### config.mk
export PLATFORM = sky130hd
export DESIGN_NAME = truth_table_sweeper
export DESIGN_NICKNAME = d
export VERILOG_FILES = /design/src/rtl/truth_table_sweeper.sv
export SDC_FILE = /design/constraint.sdc
export NUM_CORES = 1
export LEC_CHECK = 0
export BUFFER_PORTS_ARGS = -buffer_cell sky130_fd_sc_hd__clkbuf_2
export CAP_MARGIN = 15
export CELL_PAD_IN_SITES_DETAIL_PLACEMENT = 0
export CELL_PAD_IN_SITES_GLOBAL_PLACEMENT = 1
export CORE_ASPECT_RATIO = 2
export CORE_MARGIN = 8
export CORE_UTILIZATION = 25
export CTS_BUF_LIST = sky130_fd_sc_hd__clkbuf_4 sky130_fd_sc_hd__clkbuf_8
export DETAILED_ROUTE_END_ITERATION = 8
export PLACE_DENSITY_LB_ADDON = 0.1
export SLEW_MARGIN = 20
export SYNTH_ARGS = -nofsm -noshare
export SYNTH_HDL_FRONTEND = slang
export SYNTH_SLANG_ARGS = --single-unit
### constraint.sdc
create_clock -name i_clk -period 2 [get_ports i_clk]
set_input_delay 0.2 -clock i_clk [delete_from_list [all_inputs] [get_ports i_clk]]
set_output_delay 0.2 -clock i_clk [all_outputs]
set_load 0.01 [all_outputs]
### src/rtl/truth_table_sweeper.sv
// truth_table_sweeper: exhaustive stimulus engine for an N_IN-input, 1-output
// combinational block. Steps vec_out through 0..2^N_IN-1, holds each vector
// HOLD clocks, samples dut_out on the last hold clock and scores it against a
// golden truth table captured when the sweep was started.
module truth_table_sweeper #(
  parameter int N_IN = 3,
  parameter int HOLD = 4
) (
  input  logic                 i_clk,
  input  logic                 i_rst,
  input  logic                 i_start,
  input  logic [2**N_IN-1:0]   i_expected,
  input  logic                 i_dut_out,
  output logic [N_IN-1:0]      o_vec_out,
  output logic                 o_busy,
  output logic                 o_done,
  output logic                 o_pass,
  output logic [N_IN:0]        o_err_count,
  output logic [N_IN-1:0]      o_first_err_idx,
  output logic [2**N_IN-1:0]   o_captured
);

  // hold counter needs at least one bit even when HOLD==1
  localparam int HW = (HOLD > 1) ? $clog2(HOLD) : 1;
  localparam logic [HW-1:0]   HOLD_LAST = HW'(HOLD - 1);
  localparam logic [N_IN-1:0] VEC_LAST  = '1;

  typedef enum logic [1:0] {S_IDLE, S_RUN, S_DONE} state_t;

  state_t              r_state;
  logic [HW-1:0]       r_hold;
  logic [2**N_IN-1:0]  r_tbl;
  logic [N_IN-1:0]     r_vec;
  logic                r_busy;
  logic                r_done;
  logic                r_pass;
  logic [N_IN:0]       r_err;
  logic [N_IN-1:0]     r_first;
  logic [2**N_IN-1:0]  r_cap;

  logic                w_mis;
  logic [N_IN:0]       w_err_nxt;

  // mismatch of the current vector and the error count including it, so pass
  // can be decided on the same edge that ends the sweep
  assign w_mis     = i_dut_out ^ r_tbl[r_vec];
  assign w_err_nxt = r_err + {{N_IN{1'b0}}, w_mis};

  // sweep sequencer: start acceptance, hold timing, sampling and scoring
  always_ff @(posedge i_clk or posedge i_rst) begin
    if (i_rst) begin
      r_state <= S_IDLE;
      r_hold  <= '0;
      r_tbl   <= '0;
      r_vec   <= '0;
      r_busy  <= 1'b0;
      r_done  <= 1'b0;
      r_pass  <= 1'b0;
      r_err   <= '0;
      r_first <= '0;
      r_cap   <= '0;
    end else begin
      case (r_state)
        S_IDLE, S_DONE: begin
          if (i_start) begin
            r_tbl   <= i_expected;
            r_err   <= '0;
            r_first <= '0;
            r_cap   <= '0;
            r_done  <= 1'b0;
            r_pass  <= 1'b0;
            r_vec   <= '0;
            r_hold  <= '0;
            r_busy  <= 1'b1;
            r_state <= S_RUN;
          end
        end
        S_RUN: begin
          if (r_hold != HOLD_LAST) begin
            r_hold <= r_hold + HW'(1);
          end else begin
            r_cap[r_vec] <= i_dut_out;
            r_err        <= w_err_nxt;
            if (w_mis && (r_err == '0)) r_first <= r_vec;
            if (r_vec == VEC_LAST) begin
              // sweep ends at all-ones; vec_out keeps the last vector
              r_state <= S_DONE;
              r_busy  <= 1'b0;
              r_done  <= 1'b1;
              r_pass  <= (w_err_nxt == '0);
            end else begin
              r_vec  <= r_vec + N_IN'(1);
              r_hold <= '0;
            end
          end
        end
        default: r_state <= S_IDLE;
      endcase
    end
  end

  assign o_vec_out       = r_vec;
  assign o_busy          = r_busy;
  assign o_done          = r_done;
  assign o_pass          = r_pass;
  assign o_err_count     = r_err;
  assign o_first_err_idx = r_first;
  assign o_captured      = r_cap;

endmodule

**Yosys cells after proc, flatten, opt, wreduce, memory -nomap -nowiden**

Index checks and enable logic that the tools add are counted.

- Output and inout bits: 21
- Bits in registers: 33
- Word-level logic and storage cells: 77

- Bitwise operators: 1
- Reduce and logical (&&, ||, !) cells: 14
- Magnitude comparators: 2
- Add/subtract/negate cells: 3
- Muxes and demuxes: 37
- Equal/unequal tests: 10

Operator list:

| cell | number |
|---|---|
| 8-bit 2-to-1 mux | 2 |
| 8-bit case mux with 2 select lines | 1 |
| 3-bit 2-to-1 mux | 5 |
| 2-bit 2-to-1 mux | 6 |
| 2-bit inequality test (second input constant) | 6 |
| 3-bit case mux with 2 select lines | 2 |
| 4-bit AND reduction | 3 |
| 1-bit 2-to-1 mux | 10 |
| 3-bit AND reduction | 3 |
| 8-bit bitwise mux | 1 |
| 4-bit logical NOT | 2 |
| 4-bit 2-to-1 mux | 2 |
| 2-bit case mux with 2 select lines | 2 |
| 4-bit case mux with 2 select lines | 1 |
| 1-bit case mux with 2 select lines | 3 |
| 4-bit by 1-bit adder with 4-bit output | 1 |
| 3-bit by 4-bit < comparator with 1-bit output (second input constant) | 1 |
| 3-bit by 1-bit adder with 3-bit output (second input constant) | 1 |
| 1-bit binary-select mux with 3-bit select | 1 |
| 1-bit demux with 3-bit select | 1 |
| 3-bit == test (second input constant) | 1 |
| 3-bit by 1-bit >= comparator with 1-bit output (second input constant) | 1 |
| 3-bit inequality test (second input constant) | 1 |
| 2-bit by 1-bit adder with 2-bit output (second input constant) | 1 |
| other kinds (8) | 9 |

**Depth between registers and ports, before layout**

- Depth in word-level cells: 8
- Depth in mapped cells: 9

**Worst setup path after synthesis**

Ideal clock, no wire load.

- Kind: reg-to-reg
- From: register r_vec[0], in the netlist o_vec_out[0]
- To: register r_pass, in the netlist o_pass
- Arrival time: 2.154 ns
- Cell stages (with the launch flop): 10
- Period minus slack after synthesis: 2.265 ns
- Path slack: -0.265 ns
- Cells stage by stage: dfrtp_1 > buf_6 > mux4_2 > mux2i_4 > xnor2_1 > ha_1 > ha_1 > nor3_1 > a31oi_1 > o41ai_1

- Word-level cells in the longest chain between the ends: 8
- Elaborated cells between the ends (all ways): 11
- Classes of those cells: add/sub: 1; eq/ne: 2; mux: 5; bitwise: 1; reduce/logical: 2

RTL lines:

| item | line | text |
|---|---|---|
| from (decl) | 33 | `logic [N_IN-1:0] r_vec;` |
| from (signal assigned) | 92 | `r_vec <= r_vec + N_IN'(1);` |
| 1-bit binary-select mux with 3-bit select | 46 | `assign w_mis = i_dut_out ^ r_tbl[r_vec];` |
| 1-bit 2-to-1 mux (not written as such) | 46 |  |
| 1-bit XOR | 46 |  |
| 4-bit by 1-bit adder with 4-bit output | 47 | `assign w_err_nxt = r_err + {{N_IN{1'b0}}, w_mis};` |
| 4-bit logical NOT | 90 | `r_pass <= (w_err_nxt == '0);` |
| 1-bit 2-to-1 mux | 85 | `if (r_vec == VEC_LAST) begin` |
| 1-bit 2-to-1 mux | 79 | `if (r_hold != HOLD_LAST) begin` |
| 1-bit case mux with 2 select lines | 63 | `case (r_state)` |
| to (signal assigned) | 90 |  |
| to (decl) | 36 | `logic r_pass;` |

Several ways; a longest one is shown, not always the timed one. The select of a mux whose other input is x is not followed.
A chain may end at the register's enable or synchronous reset.

**Worst setup path after layout**

- From: register r_vec[1], in the netlist o_vec_out[1]
- To: register r_pass, in the netlist o_pass

Same word-level chain as after synthesis.

==> impl_metrics.toml <==
[synthesis]
synth_area_leaders = "dfrtp_1 (49%), nand2_1 (10%), ha_1 (3.7%)"
synth_seq_area_share_pct = 49.1
syn_avg_cell_area_um2 = 9.34
synth_most_common_cell = "nand2_1"
ys_warn_count = 0
netlist_area_um2 = 1680
synth_edf_count = 0
synth_top_area_cell = "dfrtp_1"
synth_fp_nets = 197
synth.top_cell.area_share_pct = 49.1
synthTopCellsByCount = "nand2_1 (47), dfrtp_1 (33), o21ai_1 (12)"
synthCells = 180
ys.flop_type = "dfrtp_1"
ys_ff_latch = 33
ys_types = 32
synthArstFlopShare_pct = 100

[route]
wl_um = 4780
dr.pass1.iters = 4
top_layer = "met4"
wire_per_inst_um = 15.3
antenna_left = 0
viasPerCell = 4.62
route.met3.wl_um = 219
route.met2.wl_um = 2620
num_vias = 1441
met1_length_um = 1840
drt_iter0_markers = 53
drcViolationCount = 0

[pwr]
cellLeakagePower_uw = 0.00104
power_uw = 3570
ir_drop_v = 0.000622
p_per_area_nw_per_um2 = 1640

[status]
violations = "negative setup slack"
status = "finished with violations"

[global_routing]
grt_overflow = 0
track_usage_pct = 10.6
grt_pass1_wl_um = 7710
grt_pass1_vias = 1483
antenna_found_initial = 0
grt_max_degree = 34

[clock_tree]
cts_sinks = 33
clk_path_buf_depth = 2
ctsHtreeMaxLevel = 2
clk_pin_slew_ns = 0.07
post_cts_buffers = 0
clk_latency_ns = 0.29
cts_root_buf = "clkbuf_8"
cts_tree = "yes"
numCtsBuffers = 5

[cells_and_area]
final_nets = 240
diodes = 0
syn_to_final_growth_pct = 29.4
nFillCells = 700
drive_gt1_share_pct = 28.1
utilization_pct = 33.1

[place]
numPortBuffers = 32
dpl_worst_slack_ns = -0.0988
dpl.hpwl_um = 3680
routabilityCongestion = 0.731

[timing]
setup_ws_ns = -0.102
tightest_slew_ns = 0.465
clock.fmax_mhz = 476
setup_tns_ns = -0.102
final_max_slew_viol_count = 0
setup_viol = 1
skew_ns = 0.0106
period_needed_ns = 2.10
rsz0062_at_grt = "yes"
timing.final.crit_share_pct = 105
hold_viol_final = 0
maxSlewHeadroom_pct = 69.0

[die]
die-area_um2 = 9770
die-height_um = 132
start_util_pct = 25.6
core_area_um2 = 6570
rows = 42
die_width_um = 74.0
io_pins = 33

[setup_path]
cp_max_fo = 3
r2r_cells = 8
cp.arrival_ns = 2.28
cp-end-kind = "register"
path_class = "reg -> reg"
startpoint_type = "register"
cp.required_ns = 2.18

[run]
drv_cap = 0

[hold_path]
hp-class = "in -> reg"
hold_depth = 3
## metal layers
layer  track usage, %  vias to the layer above
li1                 -                      703
met1             10.6                      702
met2             18.5                       30
met3             3.13                        6
met4             5.38                        0
met5                0                        -
## flip-flops by register name, indices dropped and copies added, names as in the netlist
name,cells
r_state,2
o_busy,1
o_first_err_idx,3
o_pass,1
o_err_count,4
o_captured,8
r_hold,2
r_tbl,8
o_done,1
o_vec_out,3
## timing repair
item | 4_1_cts | 5_1_grt
setup endpoints to repair | 1 | 4
gates resized for setup | 1 | 3
pin swaps | 1 | 0
endpoints found under the hold margin | 29 | 0
cloned | 0 | 0
hold buffers | 1 | 0
## cell usage in the layout (no fill, tap or decap), types with 2 or more instances in the layout
| cell | count |
|---|---|
| a21oi_1 | 4 |
| a22o_1 | 2 |
| a31oi_1 | 5 |
| buf_4 | 14 |
| clkbuf_2 | 32 |
| clkbuf_8 | 6 |
| dfrtp_1 | 33 |
| ha_1 | 3 |
| inv_1 | 5 |
| mux2i_1 | 5 |
| mux2i_4 | 2 |
| mux4_2 | 2 |
| nand2_1 | 45 |
| nand2_2 | 2 |
| nand2b_1 | 5 |
| nand3_1 | 5 |
| nor2_1 | 8 |
| nor2b_1 | 4 |
| nor3_1 | 2 |
| o211ai_1 | 2 |
| o21a_1 | 2 |
| o21ai_0 | 5 |
| o21ai_1 | 12 |
| o2bb2ai_1 | 3 |
| o31ai_1 | 3 |
## per-stage QoR
stage          hold WS, ns  instance area (um^2)  cells
2_1_floorplan        0.281                  1700    180
3_3_place_gp         0.293                  2030    303
3_5_place_dp         0.309                  2030    303
4_1_cts             0.0832                  2160    312
5_1_grt              0.102                  2180    312
6_report            0.0966                  2180    312
## power by group
part | total (uW) | switching, uW | leakage (uW) | internal [uW]
Sequential | 1130 | 189 | 0.000419 | 940
Combinational | 1770 | 984 | 0.000559 | 781
Clock | 676 | 256 | 0.0000619 | 420
Total | 3570 | 1430 | 0.00104 | 2140
## worst paths after layout
path / from / end / slack (ns)
worst min register to register: r_tbl[7]$_DFFE_PP0P_ / r_tbl[7]$_DFFE_PP0P_ / 0.49
worst max register to register: o_vec_out[1]$_DFFE_PP0P_ / o_pass$_DFFE_PP0P_ / -0.10
worst max-delay path: o_vec_out[1]$_DFFE_PP0P_ / o_pass$_DFFE_PP0P_ / -0.10
max in group asynchronous: i_rst / r_tbl[7]$_DFFE_PP0P_ / 1.16
min in group asynchronous: i_rst / r_hold[0]$_DFFE_PP0P_ / 0.53
worst min-delay path: i_expected[2] / r_tbl[2]$_DFFE_PP0P_ / 0.1
## critical path, cell delays in order, from the launching register on
cell     delay [ns]
dfrtp_1        0.38
mux4_2         0.53
mux2i_4        0.18
xnor2_1        0.14
ha_2           0.25
nand2_2        0.07
xor2_1         0.15
a31oi_1        0.22
o41ai_2        0.08
## kinds of logic after synthesis
family,count (synthesis),share of synthesized area [%]
adders and majority gates,5,3.72
xor gates and xnor gates,2,1.04
DFF,33,49.1
buffers and inverters,16,4.17
and+or+nand+nor,75,19.4
muxes,9,7.59
AOI/OAI and AO/OA,40,15.0
## final cells by class
type                    instances  area [um^2]  share of cell area, %
well taps                      88          110                   5.06
flip-flops and latches         33          826                   38.0
multi-input cells             131          826                   38.0
clock buffers                   7         90.1                   4.14
repair buffers                 47          275                   12.7
inverters                       5         18.8                  0.863
clock inverters                 1         30.0                   1.38
(Power assumes the default switching activity.)
